`src/rtl/alu_op_sequencer_pkg.sv`:
```
`default_nettype none
// ============================================================================
// Module      : alu_seq_pkg
// Description : Shared constants for the ALU operation sequencer.
//               Contents: ALU control-line codes, request op codes, FSM state
//               encoding, the data width and the multiply iteration count.
//               Optional macro: ALUSEQ_MUL_EN makes op 8 (MUL) a legal op.
// Revision    : 1.0 - initial release
// ============================================================================
package alu_seq_pkg;

    localparam int DATA_W    = 32;
    localparam int MUL_ITERS = 32;  // one shift-add step per multiplier bit

    // ALU control line (gin) codes
    localparam logic [2:0] GIN_AND   = 3'b000;
    localparam logic [2:0] GIN_OR    = 3'b001;
    localparam logic [2:0] GIN_ADD   = 3'b010;
    localparam logic [2:0] GIN_PASSA = 3'b011;
    localparam logic [2:0] GIN_SRLV  = 3'b100;
    localparam logic [2:0] GIN_SUB   = 3'b110;
    localparam logic [2:0] GIN_SLT   = 3'b111;

    // Request op codes
    localparam logic [3:0] OP_ADD     = 4'd0;
    localparam logic [3:0] OP_SUB     = 4'd1;
    localparam logic [3:0] OP_AND     = 4'd2;
    localparam logic [3:0] OP_OR      = 4'd3;
    localparam logic [3:0] OP_SLT     = 4'd4;
    localparam logic [3:0] OP_PASSA   = 4'd5;
    localparam logic [3:0] OP_SRLV    = 4'd6;
    localparam logic [3:0] OP_MUL     = 4'd8;
    localparam logic [3:0] OP_ABSDIFF = 4'd9;
    localparam logic [3:0] OP_MAX     = 4'd10;

    typedef enum logic [2:0] {
        ST_IDLE  = 3'd0,
        ST_EXEC  = 3'd1,
        ST_EXEC2 = 3'd2,
        ST_MUL   = 3'd3,
        ST_RESP  = 3'd4
    } state_t;

    // Control line for the single-pass ops; anything else gets ADD.
    function automatic logic [2:0] op_gin(input logic [3:0] op);
        logic [2:0] g;
        g = GIN_ADD;
        case (op)
            OP_ADD:   g = GIN_ADD;
            OP_SUB:   g = GIN_SUB;
            OP_AND:   g = GIN_AND;
            OP_OR:    g = GIN_OR;
            OP_SLT:   g = GIN_SLT;
            OP_PASSA: g = GIN_PASSA;
            OP_SRLV:  g = GIN_SRLV;
            default:  g = GIN_ADD;
        endcase
        return g;
    endfunction

    function automatic logic op_legal(input logic [3:0] op);
        logic ok;
        ok = 1'b0;
        case (op)
            OP_ADD, OP_SUB, OP_AND, OP_OR, OP_SLT, OP_PASSA, OP_SRLV,
            OP_ABSDIFF, OP_MAX: ok = 1'b1;
`ifdef ALUSEQ_MUL_EN
            OP_MUL: ok = 1'b1;
`endif
            default: ok = 1'b0;
        endcase
        return ok;
    endfunction

endpackage
`default_nettype wire

```
`src/rtl/alu_op_sequencer_if.sv`:
```
`default_nettype none
// ============================================================================
// Module      : alu_op_sequencer_if
// Description : Bundle of the request channel, response channel and ALU bus
//               of the ALU operation sequencer.
//               slave  : the sequencer itself
//               master : its environment (requester, consumer and the ALU)
//               Request : req_valid, req_ready, req_op[3:0], req_a, req_b
//               ALU     : alu_a, alu_b, alu_gin[2:0] out; alu_sum, alu_zout,
//                         alu_nout, alu_ovf back
//               Response: rsp_valid, rsp_ready, rsp_result, rsp_zero,
//                         rsp_neg, rsp_ovf; plus busy
// Revision    : 1.0 - initial release
// ============================================================================
interface alu_op_sequencer_if;
    import alu_seq_pkg::*;

    logic              req_valid;
    logic              req_ready;
    logic [3:0]        req_op;
    logic [DATA_W-1:0] req_a;
    logic [DATA_W-1:0] req_b;

    logic [DATA_W-1:0] alu_a;
    logic [DATA_W-1:0] alu_b;
    logic [2:0]        alu_gin;
    logic [DATA_W-1:0] alu_sum;
    logic              alu_zout;
    logic              alu_nout;
    logic              alu_ovf;

    logic              rsp_valid;
    logic              rsp_ready;
    logic [DATA_W-1:0] rsp_result;
    logic              rsp_zero;
    logic              rsp_neg;
    logic              rsp_ovf;
    logic              busy;

    modport slave (
        input  req_valid, req_op, req_a, req_b,
        output req_ready,
        output alu_a, alu_b, alu_gin,
        input  alu_sum, alu_zout, alu_nout, alu_ovf,
        output rsp_valid, rsp_result, rsp_zero, rsp_neg, rsp_ovf,
        input  rsp_ready,
        output busy
    );

    modport master (
        output req_valid, req_op, req_a, req_b,
        input  req_ready,
        input  alu_a, alu_b, alu_gin,
        output alu_sum, alu_zout, alu_nout, alu_ovf,
        input  rsp_valid, rsp_result, rsp_zero, rsp_neg, rsp_ovf,
        output rsp_ready,
        input  busy
    );

endinterface
`default_nettype wire

```
`src/rtl/alu_seq_mul_step.sv`:
```
`default_nettype none
// ============================================================================
// Module      : alu_seq_mul_step
// Description : Shift-add multiply datapath registers for the sequencer.
//               The external ALU does the additions: each cycle it is driven
//               with acc + mcand, and on a step the sum is kept when the low
//               multiplier bit is set.
//               clk, reset     : clock, asynchronous active-high reset
//               start          : load acc=0, mcand=a, mplr=b, cnt=0
//               step           : perform one iteration
//               a, b           : operands
//               alu_sum        : ALU result for acc + mcand
//               acc_nxt        : accumulator value after this step
//               mcand_nxt      : multiplicand value after this step
//               last           : this step is the final iteration
// Revision    : 1.0 - initial release
// ============================================================================
module alu_seq_mul_step
    import alu_seq_pkg::*;
#(
    parameter int ITERS = MUL_ITERS
) (
    input  logic              clk,
    input  logic              reset,
    input  logic              start,
    input  logic              step,
    input  logic [DATA_W-1:0] a,
    input  logic [DATA_W-1:0] b,
    input  logic [DATA_W-1:0] alu_sum,
    output logic [DATA_W-1:0] acc_nxt,
    output logic [DATA_W-1:0] mcand_nxt,
    output logic              last
);

    localparam int CNT_W = $clog2(ITERS);

    logic [DATA_W-1:0] acc;
    logic [DATA_W-1:0] mcand;
    logic [DATA_W-1:0] mplr;
    logic [CNT_W-1:0]  cnt;

    assign acc_nxt   = mplr[0] ? alu_sum : acc;
    assign mcand_nxt = {mcand[DATA_W-2:0], 1'b0};
    assign last      = (cnt == CNT_W'(ITERS - 1));

    always_ff @(posedge clk or posedge reset) begin
        if (reset) begin
            acc   <= '0;
            mcand <= '0;
            mplr  <= '0;
            cnt   <= '0;
        end else if (start) begin
            acc   <= '0;
            mcand <= a;
            mplr  <= b;
            cnt   <= '0;
        end else if (step) begin
            acc   <= acc_nxt;
            mcand <= mcand_nxt;
            mplr  <= {1'b0, mplr[DATA_W-1:1]};
            cnt   <= cnt + CNT_W'(1);
        end
    end

endmodule
`default_nettype wire

```
`src/rtl/alu_op_sequencer.sv`:
```
`default_nettype none
// ============================================================================
// Module      : alu_op_sequencer
// Description : Issue-side sequencer for an external combinational 32-bit
//               ALU. Accepts one op over req valid/ready, drives registered
//               ALU operands and control, samples the ALU flags and returns
//               a registered response over rsp valid/ready. ABSDIFF and MAX
//               take two ALU passes; MUL is a 32-step shift-add loop.
//               clk   : clock, rising edge
//               reset : asynchronous active-high reset
//               bus   : request / ALU / response bundle (slave side)
//               Optional macro: ALUSEQ_MUL_EN enables op 8 (MUL); without it
//               op 8 is treated as illegal and the multiply logic is absent.
// Revision    : 1.0 - initial release
// ============================================================================
module alu_op_sequencer
    import alu_seq_pkg::*;
(
    input  logic               clk,
    input  logic               reset,
    alu_op_sequencer_if.slave  bus
);

    state_t            state, state_nxt;
    logic [3:0]        op_q, op_nxt;
    logic [DATA_W-1:0] a_q, a_nxt;
    logic [DATA_W-1:0] b_q, b_nxt;
    logic [DATA_W-1:0] alu_a_q, alu_a_nxt;
    logic [DATA_W-1:0] alu_b_q, alu_b_nxt;
    logic [2:0]        gin_q, gin_nxt;
    logic [DATA_W-1:0] res_q, res_nxt;
    logic              zero_q, zero_nxt;
    logic              neg_q, neg_nxt;
    logic              ovf_q, ovf_nxt;
    logic              less;

    // The first pass of ABSDIFF/MAX is SLT, so bit 0 of its result is "a < b".
    assign less = bus.alu_sum[0];

`ifdef ALUSEQ_MUL_EN
    logic              mul_start;
    logic              mul_step;
    logic [DATA_W-1:0] acc_nxt;
    logic [DATA_W-1:0] mcand_nxt;
    logic              mul_last;

    alu_seq_mul_step #(
        .ITERS (MUL_ITERS)
    ) u_mul_step (
        .clk       (clk),
        .reset     (reset),
        .start     (mul_start),
        .step      (mul_step),
        .a         (bus.req_a),
        .b         (bus.req_b),
        .alu_sum   (bus.alu_sum),
        .acc_nxt   (acc_nxt),
        .mcand_nxt (mcand_nxt),
        .last      (mul_last)
    );
`endif

    always_ff @(posedge clk or posedge reset) begin
        if (reset) begin
            state   <= ST_IDLE;
            op_q    <= '0;
            a_q     <= '0;
            b_q     <= '0;
            alu_a_q <= '0;
            alu_b_q <= '0;
            gin_q   <= GIN_ADD;
            res_q   <= '0;
            zero_q  <= 1'b0;
            neg_q   <= 1'b0;
            ovf_q   <= 1'b0;
        end else begin
            state   <= state_nxt;
            op_q    <= op_nxt;
            a_q     <= a_nxt;
            b_q     <= b_nxt;
            alu_a_q <= alu_a_nxt;
            alu_b_q <= alu_b_nxt;
            gin_q   <= gin_nxt;
            res_q   <= res_nxt;
            zero_q  <= zero_nxt;
            neg_q   <= neg_nxt;
            ovf_q   <= ovf_nxt;
        end
    end

    always_comb begin
        state_nxt = state;
        op_nxt    = op_q;
        a_nxt     = a_q;
        b_nxt     = b_q;
        alu_a_nxt = alu_a_q;
        alu_b_nxt = alu_b_q;
        gin_nxt   = gin_q;
        res_nxt   = res_q;
        zero_nxt  = zero_q;
        neg_nxt   = neg_q;
        ovf_nxt   = ovf_q;
`ifdef ALUSEQ_MUL_EN
        mul_start = 1'b0;
        mul_step  = 1'b0;
`endif

        case (state)
            ST_IDLE: begin
                if (bus.req_valid) begin
                    op_nxt    = bus.req_op;
                    a_nxt     = bus.req_a;
                    b_nxt     = bus.req_b;
                    state_nxt = ST_EXEC;
                    alu_a_nxt = bus.req_a;
                    alu_b_nxt = bus.req_b;
                    if (!op_legal(bus.req_op)) begin
                        // Illegal ops idle the ALU on 0 + 0.
                        alu_a_nxt = '0;
                        alu_b_nxt = '0;
                        gin_nxt   = GIN_ADD;
                    end else if (bus.req_op == OP_ABSDIFF ||
                                 bus.req_op == OP_MAX) begin
                        gin_nxt = GIN_SLT;
`ifdef ALUSEQ_MUL_EN
                    end else if (bus.req_op == OP_MUL) begin
                        // First step adds mcand to the cleared accumulator.
                        mul_start = 1'b1;
                        alu_a_nxt = '0;
                        alu_b_nxt = bus.req_a;
                        gin_nxt   = GIN_ADD;
                        state_nxt = ST_MUL;
`endif
                    end else begin
                        gin_nxt = op_gin(bus.req_op);
                    end
                end
            end

            ST_EXEC: begin
                if (op_q == OP_ABSDIFF) begin
                    // Subtract the smaller from the larger.
                    gin_nxt   = GIN_SUB;
                    alu_a_nxt = less ? b_q : a_q;
                    alu_b_nxt = less ? a_q : b_q;
                    state_nxt = ST_EXEC2;
                end else if (op_q == OP_MAX) begin
                    gin_nxt   = GIN_PASSA;
                    alu_a_nxt = less ? b_q : a_q;
                    alu_b_nxt = b_q;
                    state_nxt = ST_EXEC2;
                end else begin
                    state_nxt = ST_RESP;
                    if (op_legal(op_q)) begin
                        res_nxt  = bus.alu_sum;
                        zero_nxt = bus.alu_zout;
                        neg_nxt  = bus.alu_nout;
                        ovf_nxt  = (op_q == OP_ADD || op_q == OP_SUB) ?
                                   bus.alu_ovf : 1'b0;
                    end else begin
                        res_nxt  = '0;
                        zero_nxt = 1'b1;
                        neg_nxt  = 1'b0;
                        ovf_nxt  = 1'b0;
                    end
                end
            end

            ST_EXEC2: begin
                res_nxt   = bus.alu_sum;
                zero_nxt  = bus.alu_zout;
                neg_nxt   = bus.alu_nout;
                ovf_nxt   = (op_q == OP_ABSDIFF) ? bus.alu_ovf : 1'b0;
                state_nxt = ST_RESP;
            end

`ifdef ALUSEQ_MUL_EN
            ST_MUL: begin
                // Keep the ALU operands tracking the updated acc/mcand so
                // the next cycle's sum is ready at the next step.
                mul_step  = 1'b1;
                alu_a_nxt = acc_nxt;
                alu_b_nxt = mcand_nxt;
                if (mul_last) begin
                    res_nxt   = acc_nxt;
                    zero_nxt  = (acc_nxt == '0);
                    neg_nxt   = acc_nxt[DATA_W-1];
                    ovf_nxt   = 1'b0;
                    state_nxt = ST_RESP;
                end
            end
`endif

            ST_RESP: begin
                if (bus.rsp_ready) begin
                    state_nxt = ST_IDLE;
                end
            end

            default: begin
                state_nxt = ST_IDLE;
            end
        endcase
    end

    assign bus.req_ready  = (state == ST_IDLE);
    assign bus.busy       = (state != ST_IDLE);
    assign bus.rsp_valid  = (state == ST_RESP);
    assign bus.rsp_result = res_q;
    assign bus.rsp_zero   = zero_q;
    assign bus.rsp_neg    = neg_q;
    assign bus.rsp_ovf    = ovf_q;
    assign bus.alu_a      = alu_a_q;
    assign bus.alu_b      = alu_b_q;
    assign bus.alu_gin    = gin_q;

endmodule
`default_nettype wire
```
`src/flat_wrapper.sv`:
```
// flat-port wrapper written by rule: the top's interface ports become plain ports
module alu_op_sequencer_flat import alu_seq_pkg::*;
  (clk, reset, bus_req_valid, bus_req_op, bus_req_a, bus_req_b, bus_req_ready, bus_alu_a, bus_alu_b, bus_alu_gin, bus_alu_sum, bus_alu_zout, bus_alu_nout, bus_alu_ovf, bus_rsp_valid, bus_rsp_result, bus_rsp_zero, bus_rsp_neg, bus_rsp_ovf, bus_rsp_ready, bus_busy);
  alu_op_sequencer_if bus_i ();
  input  logic clk;
  input  logic reset;
  input wire logic [$bits(bus_i.req_valid)-1:0] bus_req_valid;
  input wire logic [$bits(bus_i.req_op)-1:0] bus_req_op;
  input wire logic [$bits(bus_i.req_a)-1:0] bus_req_a;
  input wire logic [$bits(bus_i.req_b)-1:0] bus_req_b;
  output wire logic [$bits(bus_i.req_ready)-1:0] bus_req_ready;
  output wire logic [$bits(bus_i.alu_a)-1:0] bus_alu_a;
  output wire logic [$bits(bus_i.alu_b)-1:0] bus_alu_b;
  output wire logic [$bits(bus_i.alu_gin)-1:0] bus_alu_gin;
  input wire logic [$bits(bus_i.alu_sum)-1:0] bus_alu_sum;
  input wire logic [$bits(bus_i.alu_zout)-1:0] bus_alu_zout;
  input wire logic [$bits(bus_i.alu_nout)-1:0] bus_alu_nout;
  input wire logic [$bits(bus_i.alu_ovf)-1:0] bus_alu_ovf;
  output wire logic [$bits(bus_i.rsp_valid)-1:0] bus_rsp_valid;
  output wire logic [$bits(bus_i.rsp_result)-1:0] bus_rsp_result;
  output wire logic [$bits(bus_i.rsp_zero)-1:0] bus_rsp_zero;
  output wire logic [$bits(bus_i.rsp_neg)-1:0] bus_rsp_neg;
  output wire logic [$bits(bus_i.rsp_ovf)-1:0] bus_rsp_ovf;
  input wire logic [$bits(bus_i.rsp_ready)-1:0] bus_rsp_ready;
  output wire logic [$bits(bus_i.busy)-1:0] bus_busy;
  assign bus_i.req_valid = bus_req_valid;
  assign bus_i.req_op = bus_req_op;
  assign bus_i.req_a = bus_req_a;
  assign bus_i.req_b = bus_req_b;
  assign bus_req_ready = bus_i.req_ready;
  assign bus_alu_a = bus_i.alu_a;
  assign bus_alu_b = bus_i.alu_b;
  assign bus_alu_gin = bus_i.alu_gin;
  assign bus_i.alu_sum = bus_alu_sum;
  assign bus_i.alu_zout = bus_alu_zout;
  assign bus_i.alu_nout = bus_alu_nout;
  assign bus_i.alu_ovf = bus_alu_ovf;
  assign bus_rsp_valid = bus_i.rsp_valid;
  assign bus_rsp_result = bus_i.rsp_result;
  assign bus_rsp_zero = bus_i.rsp_zero;
  assign bus_rsp_neg = bus_i.rsp_neg;
  assign bus_rsp_ovf = bus_i.rsp_ovf;
  assign bus_i.rsp_ready = bus_rsp_ready;
  assign bus_busy = bus_i.busy;
  alu_op_sequencer u_core (.clk(clk), .reset(reset), .bus(bus_i));
endmodule
```
`config.mk`:
```
export PLATFORM = sky130hd
export DESIGN_NAME = alu_op_sequencer_flat
export DESIGN_NICKNAME = d
export VERILOG_FILES = /design/src/rtl/alu_op_sequencer_pkg.sv /design/src/rtl/alu_op_sequencer_if.sv /design/src/rtl/alu_seq_mul_step.sv /design/src/rtl/alu_op_sequencer.sv /design/src/flat_wrapper.sv
export SDC_FILE = /design/constraint.sdc
export NUM_CORES = 1
export LEC_CHECK = 0
export BUFFER_PORTS_ARGS = -buffer_cell sky130_fd_sc_hd__buf_4
export CAP_MARGIN = 40
export CORE_UTILIZATION = 39
export DETAILED_ROUTE_END_ITERATION = 8
export PLACE_DENSITY = 0.67
export REMOVE_ABC_BUFFERS = 1
export SYNTH_ARGS = -nofsm -noshare
export SYNTH_HDL_FRONTEND = slang
export SYNTH_SLANG_ARGS = --single-unit
export TNS_END_PERCENT = 50
```
`constraint.sdc`:
```
create_clock -name clk -period 5.3 [get_ports clk]
set_clock_uncertainty 0.1 [all_clocks]
set_input_delay 0.53 -clock clk [delete_from_list [all_inputs] [get_ports clk]]
set_output_delay 0.53 -clock clk [all_outputs]
set_load 0.1 [all_outputs]
```
==> impl_metrics.toml, run 1 <==
[synth]
async_flop_share_pct = 100
netlist_area_sq_mm = 0.00799
synth_cells = 824
synth-seq-cells = 173
ys_seq_area_share_pct = 54.2
yosysWarningCount = 0
yosysUniqueCellTypes = 39
synth_area_leader_cell = "dfrtp_1"
synth_edf_count = 0
ys_top_cells_by_area = "dfrtp_1, nand2_1, mux2i_1"
syn_area_per_cell_sq_um = 9.69
synth_top_area_share_pct = 53.9
synth_top_flop_cell = "dfrtp_1"

[sta]
clock.fmax_ghz = 0.355
rsz0062_at_grt = "false"
hold_viol_final = 0
finalCriticalPeriod_ns = 2.81
maxSlewViolCount = 0
finalCritPeriodShare_pct = 53.1
setup_viol = 0
worstMarginPinSlew_ns = 0.795
max_slew_margin_pct = 47.0

[drt]
drt-pass1-iter-count = 5
vias = 6572
drtIter0Drc = 367
wl_per_cell_um = 17.0
wl_um = 21900
drc = 0
viasPerCell = 5.12
ant_nets = 0

[die]
core_sq_mm = 0.0198
initial_core_util_pct = 40.4
dieWidth_um = 145
dieArea_sq_mm = 0.0211
num_io_pins = 212
die_y_um = 145
rows = 51

[layout]
antenna_cells = 0
multiInputGateArea_sq_mm = 0.00336
postLayoutCellArea_sq_mm = 0.0104
final_nets = 1122
finalNonFillerCells = 1284
layout-drive-gt1-share_pct = 25.9
fin_util_pct = 52.7
ff_latch_area_sq_mm = 0.00433
syn2layout_area_growth_pct = 30.6
fillers = 1811

[outcome]
status = "finished, final reports clean"

[global_routing]
grtUsageMet2_pct = 34.8
grtUsageTotal_pct = 21.1
use_met1_pct = 27.9
grt_pass1_vias = 6585
met3_usage_pct = 3.87
grt_first_pass_wirelength_um = 35200
antenna_found_initial = 0
grt-ovfl-total = 0
busiest_layer = "met2"
grt_max_degree = 82

[clock_tree]
cts_root_buffer = "clkbuf_16"
cts.path.max_buffers = 2
cts_tree = "done"
cts_sinks = 173
numCtsBuffers = 17
path_clk_slew_ns = 0.06
htreeDepth = 4
postCtsHoldBufs = 1
clk_latency_ns = 0.42
post_cts_resized = 0
post_cts_buffers = 0

[setup_path]
crit_chain = "or3b_4, buf_12, o31ai_4, buf_12, nor2_1, a21oi_1"
critPathKind = "flop to flop"
required_ns = 5.55
crit_cells = 6
crit_path_frequent_cell = "buf_12"
crit_fanout = 81
arrival_ns = 3.06
critPathLaunchType = "flop"
cp_num_buf_inv = 2
cpMaxStageDelayCell = "o31ai_4"
slowest_delay_ns = 0.66
reg2regPathDepth = 6
end_kind = "flop"
cpLargestDelayFamily = "compound AO/OA/AOI/OAI gates"

[place]
dp_hpwl_um = 14000
dp_cells = 1251
place_congestion = 0.755
place.port_buffers = 211
place_area_sq_mm = 0.00981

[flow_run]
drv_cap = 0

[hold_path]
min_path_cells = 2
hold_path_class = "input pin to flop"
sequential cells by signal, summed over array words and instances (netlist names):
name and cells:
u_core.a_q 32, u_core.b_q 32, u_core.bus.alu_a 32, u_core.bus.alu_b 32
u_core.bus.alu_gin 3, u_core.bus.rsp_neg 1, u_core.bus.rsp_ovf 1, u_core.bus.rsp_result 32
u_core.bus.rsp_zero 1, u_core.op_q 4, u_core.state 3
synth_stat cells, types with 9 or more instances:
master	number
dfrtp_1	172
ha_1	9
buf_2	34
a21oi_1	65
a22o_1	33
nor2_1	103
o21a_1	33
mux2i_1	65
nand2_1	202
inv_1	10
clkbuf_1	25
o32ai_1	32
placed cells by master, fill, tap and decap left out, drive strengths merged, types with 5 or more instances in the layout:
cell type / count
inv: 13
mux2i: 65
o21ai: 5
buf: 223
clkbuf: 19
nor2: 103
a22o: 33
o32ai: 33
nor3: 5
dfrtp: 172
nand2: 202
a21oi: 65
o21a: 33
clkinv: 6
ha: 9
worst register-to-register path, cell delays in order (launching register included):
cell and delay, ns:
dfrtp_1 0.45, or3b_4 0.58, buf_12 0.26, o31ai_4 0.68, buf_12 0.42, nor2_1 0.10
a21oi_1 0.14
stage by stage:
step                hold WS, ns  TNS, ns  setup WS (ns)
floorplan                 0.366    -2.90        -0.0168
detailed placement        0.373        0           2.36
CTS                       0.173        0           2.46
global route              0.187        0           2.29
finish                    0.194        0           2.49
global placement          0.375        0           2.38
final cells by class:
type,instances,area share (%)
flip-flops and latches,173,41.5
multi-input cells,579,32.3
repair buffers,224,16.8
clock buffers,19,4.25
well taps,265,3.18
clock inverters,13,1.57
inverters,11,0.444
path summary, 6_finish.rpt:
kind,start,to,slack (ns)
max,u_core.state[2]$_DFFE_PP0P_,u_core.bus.alu_a[31]$_DFFE_PP0P_,2.49
min,bus_rsp_ready,u_core.state[2]$_DFFE_PP0P_,0.19
max reg2reg,u_core.state[2]$_DFFE_PP0P_,u_core.bus.alu_a[31]$_DFFE_PP0P_,2.49
max in group asynchronous,reset,u_core.bus.alu_a[20]$_DFFE_PP0P_,3.37
min reg2reg,u_core.bus.alu_b[30]$_DFFE_PP0P_,u_core.bus.alu_b[30]$_DFFE_PP0P_,0.39
min in group asynchronous,reset,u_core.bus.rsp_result[6]$_DFFE_PP0P_,0.52
routing by layer:
metal,vias to the layer above,routed length (um)
met4,0,301
li1,3188,-
met1,3210,9860
met3,23,906
met2,151,10800
met5,-,0
kinds of logic after synthesis:
family	Yosys count	synth area share (%)
muxes	65	8.15
buffers and inverters	72	3.96
AOI/OAI and AO/OA	184	16.6
DFF	173	54.2
adders and majority gates	9	1.41
and+or+nand+nor	321	15.7
Power of run 1 is not shown: default switching activity piles up to over one toggle a cycle in this logic, so the estimate is an artifact.
==> run 2, diff against run 1 <==
--- a/config.mk
+++ b/config.mk
@@ -9,7 +9,7 @@
 export CAP_MARGIN = 40
 export CORE_UTILIZATION = 39
 export DETAILED_ROUTE_END_ITERATION = 8
-export PLACE_DENSITY = 0.67
+export PLACE_DENSITY = 0.65
 export REMOVE_ABC_BUFFERS = 1
 export SYNTH_ARGS = -nofsm -noshare
 export SYNTH_HDL_FRONTEND = slang
==> constraint.sdc (replaced) <==
create_clock -name clk -period 2.8 [get_ports clk]
set_clock_uncertainty 0.1 [all_clocks]
set_input_delay 0.28 -clock clk [delete_from_list [all_inputs] [get_ports clk]]
set_output_delay 0.28 -clock clk [all_outputs]
set_load 0.1 [all_outputs]
==> impl_metrics.toml, run 2 (synthesized netlist as in run 1, its figures left out) <==
[outcome]
status = "finished, final reports clean"

[global_routing]
grt_first_pass_wirelength_um = 37400
grtUsageTotal_pct = 22.3
grt-ovfl-total = 0
grt_max_degree = 65
grt_pass1_vias = 7064
antenna_found_initial = 0

[setup_path]
r2r_end = "u_core.b_q[6]$_DFFE_PP0P_"
critPathKind = "flop to flop"
end_kind = "flop"
reg2regPathDepth = 6
r2r_start = "u_core.state[0]$_DFFE_PP0P_"
required_ns = 3.06
rrSetupSlack_ns = 0.30
crit_fanout = 58
arrival_ns = 2.76
critPathLaunchType = "flop"

[sta]
worstMarginPinSlew_ns = 0.690
setup_ws_ns = 0.299
timing.setup.tns_ns = 0
hold_viol_final = 0
rsz0062_at_grt = "false"
maxSlewViolCount = 0
clock.fmax_ghz = 0.400
max_slew_margin_pct = 53.5
finalCritPeriodShare_pct = 89.3
finalCriticalPeriod_ns = 2.50
setup_viol = 0

[clock_tree]
numCtsBuffers = 17
cts_tree = "done"
cts_sinks = 173
htreeDepth = 4
cts_root_buffer = "clkbuf_16"
post_cts_resized = 0
cts.path.max_buffers = 2
clk_latency_ns = 0.42
path_clk_slew_ns = 0.06

[layout]
syn2layout_area_growth_pct = 42.9
multiInputGateArea_sq_mm = 0.00336
antenna_cells = 0
ff_latch_area_sq_mm = 0.00433
fillers = 1773
layout-drive-gt1-share_pct = 23.9
final_cell_mix = "buf_4, nand2_1, dfrtp_1"
final_common_cell = "buf_4"
final_nets = 1227

[die]
die_y_um = 145
rows = 51
num_io_pins = 212
dieArea_sq_mm = 0.0211
initial_core_util_pct = 40.4
core_sq_mm = 0.0198
dieWidth_um = 145

[place]
pre_cts_slack_ns = 0.318
place.port_buffers = 211
dp_hpwl_um = 14400
place_congestion = 0.755

[drt]
drtIter0Drc = 488
wl_um = 23300
drt-pass1-iter-count = 5
wl_per_cell_um = 16.8
viasPerCell = 5.12
vias = 7100
ant_nets = 0
drc = 0

[hold_path]
hold_path_class = "input pin to flop"
worstHoldStart = "bus_req_op[2]"
min_path_cells = 3
holdPathEnd = "u_core.op_q[2]$_DFFE_PP0P_"

[flow_run]
drv_cap = 0
-- run 2: cell types whose count changed in the layout (fill, tap and decap cells not counted) --
cell | before | now
bufinv_16 | 3 | 1
inv_6 | 3 | 1
buf_12 | 2 | 4
buf_4 | 219 | 225
clkinv_4 | 3 | 0
clkbuf_8 | 1 | 4
clkinv_2 | 3 | 4
dlygate4sd3_1 | 1 | 99
buf_16 | 2 | 1
-- run 2: cell type report --
| cell class | count | area share (%) |
|---|---|---|
| flip-flops and latches | 173 | 38.0 |
| clock buffers | 22 | 4.24 |
| repair buffers | 329 | 24.4 |
| inverters | 11 | 0.406 |
| well taps | 265 | 2.91 |
| multi-input cells | 579 | 29.5 |
| clock inverters | 7 | 0.570 |
-- run 2: how the worst max path moves through the flow --
stage	end	slack, ns	from
5_1_grt	u_core.bus.alu_gin[2]$_DFFE_PP0P_	0.14	u_core.state[0]$_DFFE_PP0P_
2_1_floorplan	u_core.a_q[0]$_DFFE_PP0P_	-2.27	reset
6_report	u_core.b_q[6]$_DFFE_PP0P_	0.30	u_core.state[0]$_DFFE_PP0P_
4_1_cts	u_core.b_q[15]$_DFFE_PP0P_	0.29	u_core.state[0]$_DFFE_PP0P_
3_3_place_gp	u_core.a_q[5]$_DFFE_PP0P_	0.32	u_core.state[0]$_DFFE_PP0P_
3_5_place_dp	u_core.b_q[15]$_DFFE_PP0P_	0.32	u_core.state[0]$_DFFE_PP0P_
-- run 2: routing by layer --
metal | GRT usage, % | wire [um]
met5 | 0 | 0
met4 | 7.63 | 399
met3 | 3.33 | 986
met2 | 37.3 | 11800
met1 | 29.5 | 10100
-- run 2: what timing repair did --
item,CTS,global route
buffers inserted,0,0
hold buffers,99,0
hold endpoints to repair,155,0
-- run 2: stage by stage --
stage | util (%) | cell area (sq um) | hold WS, ns | std cells
finish | 57.7 | 11400 | 0.0335 | 1386
global route | 57.7 | 11400 | 0.0413 | 1386
CTS | 57.7 | 11400 | 0.0139 | 1386
detailed placement | 49.9 | 9870 | 0.303 | 1258
global placement | 49.8 | 9840 | 0.301 | 1257
floorplan | - | 7710 | 0.285 | 763
-- run 2: critical path: stages (launching register included) --
cell,delay [ns]
dfrtp_1,0.42
or4b_4,0.58
buf_4,0.34
inv_2,0.47
buf_12,0.30
nand2_1,0.10
nand2_1,0.06
Power of run 2 is left out for the same reason.
